[src/rtl/mul_seq_pkg.sv]
// Shared definitions for the EX-stage multiply sequencer: ALU32 control
// encodings and the sequencer FSM state encoding.
package mul_seq_pkg;

  // Operand width; the sequencer and ALU32 are both built around 32 bits.
  localparam int XLEN = 32;

  // ALUctl encodings understood by ALU32.
  localparam logic [3:0] ALUCTL_AND = 4'b0000;
  localparam logic [3:0] ALUCTL_OR  = 4'b0001;
  localparam logic [3:0] ALUCTL_ADD = 4'b0010;
  localparam logic [3:0] ALUCTL_SUB = 4'b0110;
  localparam logic [3:0] ALUCTL_SLT = 4'b0111;

  // Sequencer FSM state encoding.
  localparam logic [2:0] ST_IDLE = 3'd0;
  localparam logic [2:0] ST_PREP = 3'd1;
  localparam logic [2:0] ST_RUN  = 3'd2;
  localparam logic [2:0] ST_FIX  = 3'd3;
  localparam logic [2:0] ST_DONE = 3'd4;

endpackage

[src/rtl/mul_seq_alu32.sv]
// ALU32: the shared 32-bit integer ALU of the EX stage. The multiply
// sequencer borrows it as its add engine while the pipeline is stalled.
module ALU32
  import mul_seq_pkg::*;
(
  input  logic [3:0]      alu_ctl,
  input  logic [XLEN-1:0] a,
  input  logic [XLEN-1:0] b,
  output logic [XLEN-1:0] result,
  output logic            zero,
  output logic            ovf
);

  logic [XLEN-1:0] sum;
  logic [XLEN-1:0] diff;

  // Adder and subtractor results shared by ADD, SUB and the overflow logic.
  always_comb begin
    sum  = a + b;
    diff = a - b;
  end

  // Operation select; signed overflow is only meaningful for ADD and SUB.
  always_comb begin
    result = '0;
    ovf    = 1'b0;
    case (alu_ctl)
      ALUCTL_AND: result = a & b;
      ALUCTL_OR:  result = a | b;
      ALUCTL_ADD: begin
        result = sum;
        ovf    = (a[XLEN-1] == b[XLEN-1]) && (sum[XLEN-1] != a[XLEN-1]);
      end
      ALUCTL_SUB: begin
        result = diff;
        ovf    = (a[XLEN-1] != b[XLEN-1]) && (diff[XLEN-1] != a[XLEN-1]);
      end
      ALUCTL_SLT: result = {{(XLEN-1){1'b0}}, ($signed(a) < $signed(b))};
      default:    result = '0;
    endcase
  end

  // Zero flag over whichever result was selected.
  always_comb begin
    zero = (result == '0);
  end

endmodule

[src/rtl/mul_seq.sv]
// mul_seq: multi-cycle 32x32->64 multiply sequencer for the EX stage.
// Radix-2 shift-add, one ALU32 add per iteration. Signed operands are
// reduced to magnitudes up front and the product is negated afterwards.
module mul_seq
  import mul_seq_pkg::*;
(
  input  logic            clk,
  input  logic            rst_n,
  input  logic            start,
  input  logic            flush,
  input  logic            signed_op,
  input  logic [XLEN-1:0] op_a,
  input  logic [XLEN-1:0] op_b,
  output logic            busy,
  output logic            stall_req,
  output logic            done,
  output logic [XLEN-1:0] result_lo,
  output logic [XLEN-1:0] result_hi,
  output logic            ovf
);

  logic [2:0]      state;
  logic [2:0]      state_nxt;
  logic [XLEN-1:0] mcand;
  logic [XLEN-1:0] hi;
  logic [XLEN-1:0] lo;
  logic [4:0]      cnt;
  logic            sgn;
  logic            neg;

  logic [XLEN-1:0] alu_a;
  logic [XLEN-1:0] alu_b;
  logic [XLEN-1:0] alu_sum;
  logic            alu_zero_unused;
  logic            alu_ovf_unused;
  logic            cout;

  // Status outputs: busy covers every non-idle state; a start seen in IDLE
  // stalls the pipeline in the same cycle it is presented.
  always_comb begin
    busy      = (state != ST_IDLE);
    stall_req = busy | (start & (state == ST_IDLE));
  end

  // Next-state logic; flush wins over every transition.
  always_comb begin
    state_nxt = ST_IDLE;
    case (state)
      ST_IDLE: state_nxt = start ? ST_PREP : ST_IDLE;
      ST_PREP: state_nxt = ST_RUN;
      ST_RUN:  state_nxt = (cnt == 5'd31) ? ST_FIX : ST_RUN;
      ST_FIX:  state_nxt = ST_DONE;
      ST_DONE: state_nxt = ST_IDLE;
      default: state_nxt = ST_IDLE;
    endcase
    if (flush) begin
      state_nxt = ST_IDLE;
    end
  end

  // State register.
  always_ff @(posedge clk or negedge rst_n) begin
    if (!rst_n) begin
      state <= ST_IDLE;
    end else begin
      state <= state_nxt;
    end
  end

  // ALU operands are only live in RUN; elsewhere they are held at zero so
  // the shared adder does not toggle needlessly.
  always_comb begin
    alu_a = '0;
    alu_b = '0;
    if (state == ST_RUN) begin
      alu_a = hi;
      alu_b = lo[0] ? mcand : '0;
    end
  end

  ALU32 u_alu (
    .alu_ctl (ALUCTL_ADD),
    .a       (alu_a),
    .b       (alu_b),
    .result  (alu_sum),
    .zero    (alu_zero_unused),
    .ovf     (alu_ovf_unused)
  );

  // Unsigned carry out of the 32-bit add, recovered from the operand and
  // sum MSBs because ALU32 does not export its carry.
  always_comb begin
    cout = (alu_a[XLEN-1] & alu_b[XLEN-1]) |
           ((alu_a[XLEN-1] | alu_b[XLEN-1]) & ~alu_sum[XLEN-1]);
  end

  // Datapath: operand capture, magnitude conversion, shift-add iterations
  // and final sign fix-up. A flush freezes the datapath for that cycle.
  always_ff @(posedge clk or negedge rst_n) begin
    if (!rst_n) begin
      mcand <= '0;
      hi    <= '0;
      lo    <= '0;
      cnt   <= '0;
      sgn   <= 1'b0;
      neg   <= 1'b0;
    end else if (!flush) begin
      case (state)
        ST_IDLE: begin
          if (start) begin
            mcand <= op_a;
            lo    <= op_b;
            sgn   <= signed_op;
          end
        end
        ST_PREP: begin
          if (sgn) begin
            mcand <= mcand[XLEN-1] ? (~mcand + 32'd1) : mcand;
            lo    <= lo[XLEN-1] ? (~lo + 32'd1) : lo;
            neg   <= mcand[XLEN-1] ^ lo[XLEN-1];
          end else begin
            neg   <= 1'b0;
          end
          hi  <= '0;
          cnt <= '0;
        end
        ST_RUN: begin
          hi  <= {cout, alu_sum[XLEN-1:1]};
          lo  <= {alu_sum[0], lo[XLEN-1:1]};
          cnt <= cnt + 5'd1;
        end
        ST_FIX: begin
          if (neg) begin
            {hi, lo} <= ~{hi, lo} + 64'd1;
          end
        end
        default: begin
        end
      endcase
    end
  end

  // Result registers and the one-cycle done pulse; results hold until the
  // next operation completes, and a flushed DONE publishes nothing.
  always_ff @(posedge clk or negedge rst_n) begin
    if (!rst_n) begin
      done      <= 1'b0;
      result_lo <= '0;
      result_hi <= '0;
      ovf       <= 1'b0;
    end else begin
      done <= 1'b0;
      if (!flush && (state == ST_DONE)) begin
        done      <= 1'b1;
        result_lo <= lo;
        result_hi <= hi;
        ovf       <= sgn ? (hi != {XLEN{lo[XLEN-1]}}) : (hi != '0);
      end
    end
  end

endmodule
[config.mk]
export PLATFORM = sky130hd
export DESIGN_NAME = mul_seq
export DESIGN_NICKNAME = d
export VERILOG_FILES = /design/src/rtl/mul_seq_pkg.sv /design/src/rtl/mul_seq_alu32.sv /design/src/rtl/mul_seq.sv
export SDC_FILE = /design/constraint.sdc
export NUM_CORES = 1
export LEC_CHECK = 0
export ABC_AREA = 1
export CORE_MARGIN = 2
export CORE_UTILIZATION = 30
export CTS_CLUSTER_DIAMETER = 100
export CTS_CLUSTER_SIZE = 14
export DETAILED_ROUTE_END_ITERATION = 8
export GPL_ROUTABILITY_DRIVEN = 0
export MAX_ROUTING_LAYER = met4
export PLACE_DENSITY = 0.51
export SLEW_MARGIN = 20
export SYNTH_ARGS = -nofsm -noshare
export SYNTH_HDL_FRONTEND = slang
export SYNTH_HIERARCHICAL = 1
export SYNTH_SLANG_ARGS = --single-unit
[constraint.sdc]
create_clock -name clk -period 4.32 [get_ports clk]
set_clock_uncertainty 0.2 [all_clocks]
set_input_delay 0.864 -clock clk [delete_from_list [all_inputs] [get_ports clk]]
set_output_delay 0.864 -clock clk [all_outputs]
set_load 0.01 [all_outputs]
## Word-level counts from Yosys, hierarchy flattened

Cells that the tools add are included.
W data, S select, Z words.

| storage, ports and cells | value |
|---|---|
| memory bits (writable) | 0 |
| input port bits | 69 |
| register bits | 172 |
| memories | 0 |
| memory bits (read-only) | 0 |
| output and inout port bits | 68 |
| logic and storage cells | 80 |
| latch bits | 0 |

| operators by class | value |
|---|---|
| bitwise gates (word level) | 12 |
| mux-type cells | 22 |
| magnitude comparators | 0 |
| reduce and logical (&&, ||, !) cells | 17 |
| eq/ne operators | 11 |
| shift-type cells | 0 |
| add/subtract/negate cells | 5 |
| multiply operators | 0 |
| divide/modulo/power cells | 0 |

Operators with widths:

| cell | number |
|---|---|
| $mux W32 | 11 |
| $pmux W32 S4 | 1 |
| $pmux W32 S3 | 1 |
| $add A32 B1 Y32 const B | 2 |
| $add A64 B1 Y64 const B | 1 |
| $not A32 Y32 | 2 |
| $not A64 Y64 | 1 |
| $pmux W32 S2 | 1 |
| $add A32 B32 Y32 | 1 |
| $ne A32 B32 Y1 | 1 |
| $reduce_bool A32 Y1 | 1 |
| $pmux W3 S4 | 1 |
| $ne A2 B2 Y1 const B | 5 |
| $pmux W5 S2 | 1 |
| $reduce_and A5 Y1 | 2 |
| $eq A3 B2 Y1 const B | 2 |
| $reduce_and A3 Y1 | 2 |
| $reduce_and A6 Y1 | 1 |
| $reduce_bool A3 Y1 | 2 |
| $add A5 B1 Y5 const B | 1 |
| $eq A5 B5 Y1 const B | 1 |
| $mux W1 | 5 |
| $reduce_and A2 Y1 | 2 |
| $reduce_and A4 Y1 | 1 |
| other kinds (12) | 18 |

## Logic depth before layout (Yosys ltp)

Gate-level depths: netlist (run 1).

| logic depth | value |
|---|---|
| depth in word-level cells | 7 |
| gate-level depth with buffers | 29 |
| depth with buffers taken out | 26 |

## Hierarchy

The synthesis (run 1) kept the hierarchy.

By module, submodules not included:

| module | area each (um^2) | cells an instance | seq. area each (um^2) | times used |
|---|---|---|---|---|
| mul_seq | 11030.6 | 1728 | 4304.1 | 1 |
| ALU32 | 6627.6 | 1354 | 0.0 | 1 |

## Worst setup path before layout (run 1)

Ideal clock, no wire load.

| path | value |
|---|---|
| kind | reg-to-reg |
| from | reg state[2] |
| to | reg hi[31] |
| stages on the path, launching flop included | 26 |
| clock period less this slack | 3334 ps |
| arrival | 3017 ps |
| required time | 4003 ps |
| slack | 986 ps |
| setup time | 117 ps |
| buffers on the path | 3 |
| path through | dfrtp_1 inv_2 nand2_1 nor2_1 inv_1 clkbuf_1 buf_2 nor2_1 inv_1 ha_1 buf_2 nand2_2 nor2_4 nand3_2 nand2_2 nand2_1 nand2_2 nand3_2 a21oi_1 nor2_1 nand2_1 nor2_1 o21ai_0 nand2_1 nand2_1 nand2_1 |

| between the ends | value |
|---|---|
| cells in the longest elaborated chain, start to end | 7 |
| elaborated cells between the ends (all ways) | 15 |
| classes of those cells | add/sub: 1; eq/ne: 4; mux: 3; bitwise: 5; reduce/logical: 2 |

RTL lines:

| what | RTL line | text |
|---|---|---|
| start: declaration | mul_seq.sv:22 | `logic [2:0] state;` |
| start signal: assignment | mul_seq.sv:66 | `state <= state_nxt;` |
| $eq A3 B2 Y1 | mul_seq.sv:75 | `if (state == ST_RUN) begin` |
| $mux W32 | mul_seq.sv:75 |  |
| via alu_a[6] | mul_seq.sv:31 | `logic [XLEN-1:0] alu_a;` |
| $add A32 B32 Y32 | mul_seq_alu32.sv:19 | `sum = a + b;` |
| via alu_sum[31] | mul_seq.sv:33 | `logic [XLEN-1:0] alu_sum;` |
| $not A1 Y1 | mul_seq.sv:94 | `((alu_a[XLEN-1] \| alu_b[XLEN-1]) & ~alu_sum[XLEN-1]);` |
| $and A1 B1 Y1 | mul_seq.sv:94 |  |
| $or A1 B1 Y1 | mul_seq.sv:93 | `cout = (alu_a[XLEN-1] & alu_b[XLEN-1]) \|` |
| $pmux W32 S3 | mul_seq.sv:108 | `case (state)` |
| end signal: assignment | mul_seq.sv:128 | `hi <= {cout, alu_sum[XLEN-1:1]};` |
| end signal: assignment | mul_seq.sv:134 | `{hi, lo} <= ~{hi, lo} + 64'd1;` |
| end: declaration | mul_seq.sv:25 | `logic [XLEN-1:0] hi;` |

The timed path passes the listed nets, and every way through them passes these cells.
A chain may end at the register's enable or synchronous reset.

## Final worst setup path (run 1)

Ends and elaborated chain as after synthesis.

==> metrics list, run 1 <==
- For this run, design rule violations remaining after detail routing come to 0.
- Power density over the cells: 309.8 nW/µm²
- Initial core utilization: 30.36%
* R2r setup slk: 0.35 ns
* Setup TNS after final layout: 0 ns
- Total detailed-routing wirelength: 70,170 µm
- After detailed routing, the number of vias per cell comes to 4.860.
- Largest net degree at the start of global routing: 80
- The run finished with clean final reports.
* CTS tree: built
* Final HPWL DP: 56,870 µm
- For the worst setup path, the data required time is 4.51 ns.
* Endpoint type of the worst setup path: flop
* Tightest Pin Transition: 0.9503 ns
- The tool flagged a number of max-cap violations equal to 0.
* Clock root buffer: sky130_fd_sc_hd__clkbuf_16
- 137 I/O pins were placed.
- No sink is reached through more buffers than the 2 on the longest clock path.
- Row generation in the floorplan step produced 88 rows.
- The number of antenna violations at the first check in global routing came to 0.
- Input and output buffers added on the ports amount to 136.
- Clock-pin slew of the registers on the worst-case setup and hold paths: 0.08 ns
- Global-route wire length before repair: 107,200 µm
* Startpoint Class: flop
* Worst slack after detailed placement: 0.3086 ns
- From synthesis to final layout, the design area changed by 16.34%.
- Clock net sink count: 172
* Number of diodes: 0
- Cts bufs inserted: 17
- Total of warnings raised by yosys: 6
- CP max stage delay: 0.49 ns
* Global-route usage over all layers: 24.03%
- The final hold violation count is 0.
- The routed layout has 19,150 vias.
- Antenna-violating nets left: 0
* Via count of the first global-routing pass: 18,030
- Filler Cell Count: 6,593
* Tcrit/Tclk final: 91.90%
- Beginning of the worst register-to-register path: state[2]$_DFF_PN0_
- After detailed routing, the average wire length per cell comes to 17.80 µm.
- Summed over all layers, the global routing overflow is 0.
- Of all nets on the critical path, the largest fanout is 9.
- Layout Nets: 3,338
* DRT iter0 DRCs: 1,789
- Die Footprint: 60,330 µm²
- Finish-stage setup viols: 0
- CP max-delay cell: sky130_fd_sc_hd__ha_1
- Worst path buffer plus inverter count: 4
* List of cells traversed by the critical path: inv_2 -> nand2_1 -> nor2_4 -> inv_1 -> buf_4 -> nor2_1 -> inv_1 -> ha_1 -> nand2_1 -> nor3_1 -> and2_1 -> a21oi_1 -> a21oi_1 -> nor2_1 -> nand2_1 -> nor2_1 -> o21ai_0 -> nand2_1 -> nand2_1 -> nand2_1
- Setup repair after global routing left no endpoint under its margin.
- Capturing point of the worst reg2reg path: hi[31]$_DFFE_PN0P_
- The path class of the tightest hold or removal check is input pin to async pin.
- Clock period minus worst slack: 3.970 ns
- The cell family contributing the most delay on the critical path is simple AND/OR/NAND/NOR gates.
* Detailed Routing Iterations Pass 1: 7
- Slew headroom: 36.57%
* Area inside the core boundary: 57,700 µm²
- At the later pin of the worst-skew pair, clock insertion delay measures 0.50 ns.
* R2R cell count: 20
* Fraction of final layout cells with drive strength greater than 1: 4.817%
* Max Slew Vio Count: 0
- Post-synthesis instance area: 17,510 µm²
- CTS built an H-tree with a depth of 4.
- Static timing analysis puts the maximum clock frequency at 251.9 MHz.
- The critical path runs through a total of 20 cells.
* Die width: 245.6 µm
* Die Y-Extent: 245.6 µm
- Max VDD drop: 0.3568 mV
- In this run the mean area of a mapped cell was 5.746 µm².
* Most frequent cell on the critical path: sky130_fd_sc_hd__nand2_1
* Data arrival, critical path: 4.16 ns
- After clock tree synthesis, the setup repair step added 0 buffers.
* Setup Crit Path Kind: flop to flop
- Setup slack closes at 0.3501 ns.
- Gate count after technology mapping: 3,048
- In this run the static leakage power is 10.18 nW.
==> cell usage in the layout (no fill, tap or decap), types with 28 or more instances in the layout <==
master,n
sky130_fd_sc_hd__nand2_1,1000
sky130_fd_sc_hd__dfrtp_1,172
sky130_fd_sc_hd__o21ai_0,146
sky130_fd_sc_hd__ha_1,101
sky130_fd_sc_hd__a21oi_1,120
sky130_fd_sc_hd__nor2_1,433
sky130_fd_sc_hd__buf_4,45
sky130_fd_sc_hd__nand3_1,258
sky130_fd_sc_hd__inv_1,467
sky130_fd_sc_hd__clkdlybuf4s50_1,135
sky130_fd_sc_hd__o22ai_1,28
==> where the power goes <==
| part | total (mW) | switching [mW] | leakage, nW | internal, mW |
|---|---|---|---|---|
| combinational | 2.56 | 1.75 | 7.67 | 0.808 |
| clock | 1.56 | 0.806 | 0.266 | 0.758 |
| sequential | 2.19 | 0.309 | 2.24 | 1.88 |
| total | 6.31 | 2.86 | 10.2 | 3.45 |
==> what timing repair did <==
| item | CTS | global route |
|---|---|---|
| setup endpoints to repair | 0 | 6 |
| gates resized for setup | 0 | 12 |
| hold buffers | 0 | 0 |
==> worst reg2reg max path: cells and delay by family, from the launching register on <==
| kind | cells | cell delay [ns] |
|---|---|---|
| DFF | 1 | 0.46 |
| and+or+nand+nor | 12 | 1.60 |
| adders and majority gates | 1 | 0.49 |
| AOI/OAI and AO/OA | 3 | 0.46 |
| buffers and inverters | 4 | 0.66 |
==> worst max path at each step <==
stage	from	slack (ns)	to
floorplan	state[2]$_DFF_PN0_	1.02	hi[31]$_DFFE_PN0P_
global placement	state[2]$_DFF_PN0_	0.31	hi[20]$_DFFE_PN0P_
detailed placement	state[2]$_DFF_PN0_	0.31	hi[20]$_DFFE_PN0P_
CTS	state[2]$_DFF_PN0_	0.28	hi[20]$_DFFE_PN0P_
global route	state[2]$_DFF_PN0_	0.03	hi[31]$_DFFE_PN0P_
finish	state[2]$_DFF_PN0_	0.35	hi[31]$_DFFE_PN0P_
==> layer usage <==
layer  wire [µm]  vias up  global-route usage, %
met5           0        -                      -
met4        2299        0                  8.930
met3        3792       84                  2.619
met2       33200      572                  39.31
met1       30870     8751                  30.52
li1            -     9747                      -
==> flip-flops by register name, indices dropped and copies added (netlist names) <==
name and flops:
done 1, hi 32, result_lo 32, sgn 1, lo 32, ovf 1
mcand 32, cnt 5, result_hi 32, state 3, neg 1
==> layout make-up <==
type                       count  area [µm²]  share of cell area (%)
clock buffer                  18       429.2                   2.106
clock inverter                14       125.1                  0.6141
inverter                     485        1821                   8.935
multi-input combinational   2304       11010                   54.01
sequential                   172        4304                   21.12
tap                          765       957.2                   4.698
timing repair buffer         183        1734                   8.511
==> through the flow <==
| stage | total power, mW | cells | util [%] | hold WS, ns | area, µm² |
|---|---|---|---|---|---|
| 6_report | 6.313 | 3941 | 35.32 | 0.1929 | 20380 |
| 5_1_grt | 6.782 | 3941 | 35.32 | 0.2317 | 20380 |
| 4_1_cts | 6.329 | 3941 | 35.26 | 0.2065 | 20340 |
| 3_5_place_dp | 4.738 | 3909 | 34.30 | 0.2646 | 19790 |
| 3_3_place_gp | 4.748 | 3909 | 34.30 | 0.2657 | 19790 |
| 2_1_floorplan | 3.786 | 3059 | - | 0.2419 | 17560 |
Note: power is estimated with default switching activity, not from simulation.
==> run 2, diff against run 1 <==
CTS_CLUSTER_SIZE = not set   (was 14)
==> results of run 2 <==
Same layout as run 1: the final DEF is identical, and so are final timing and power.
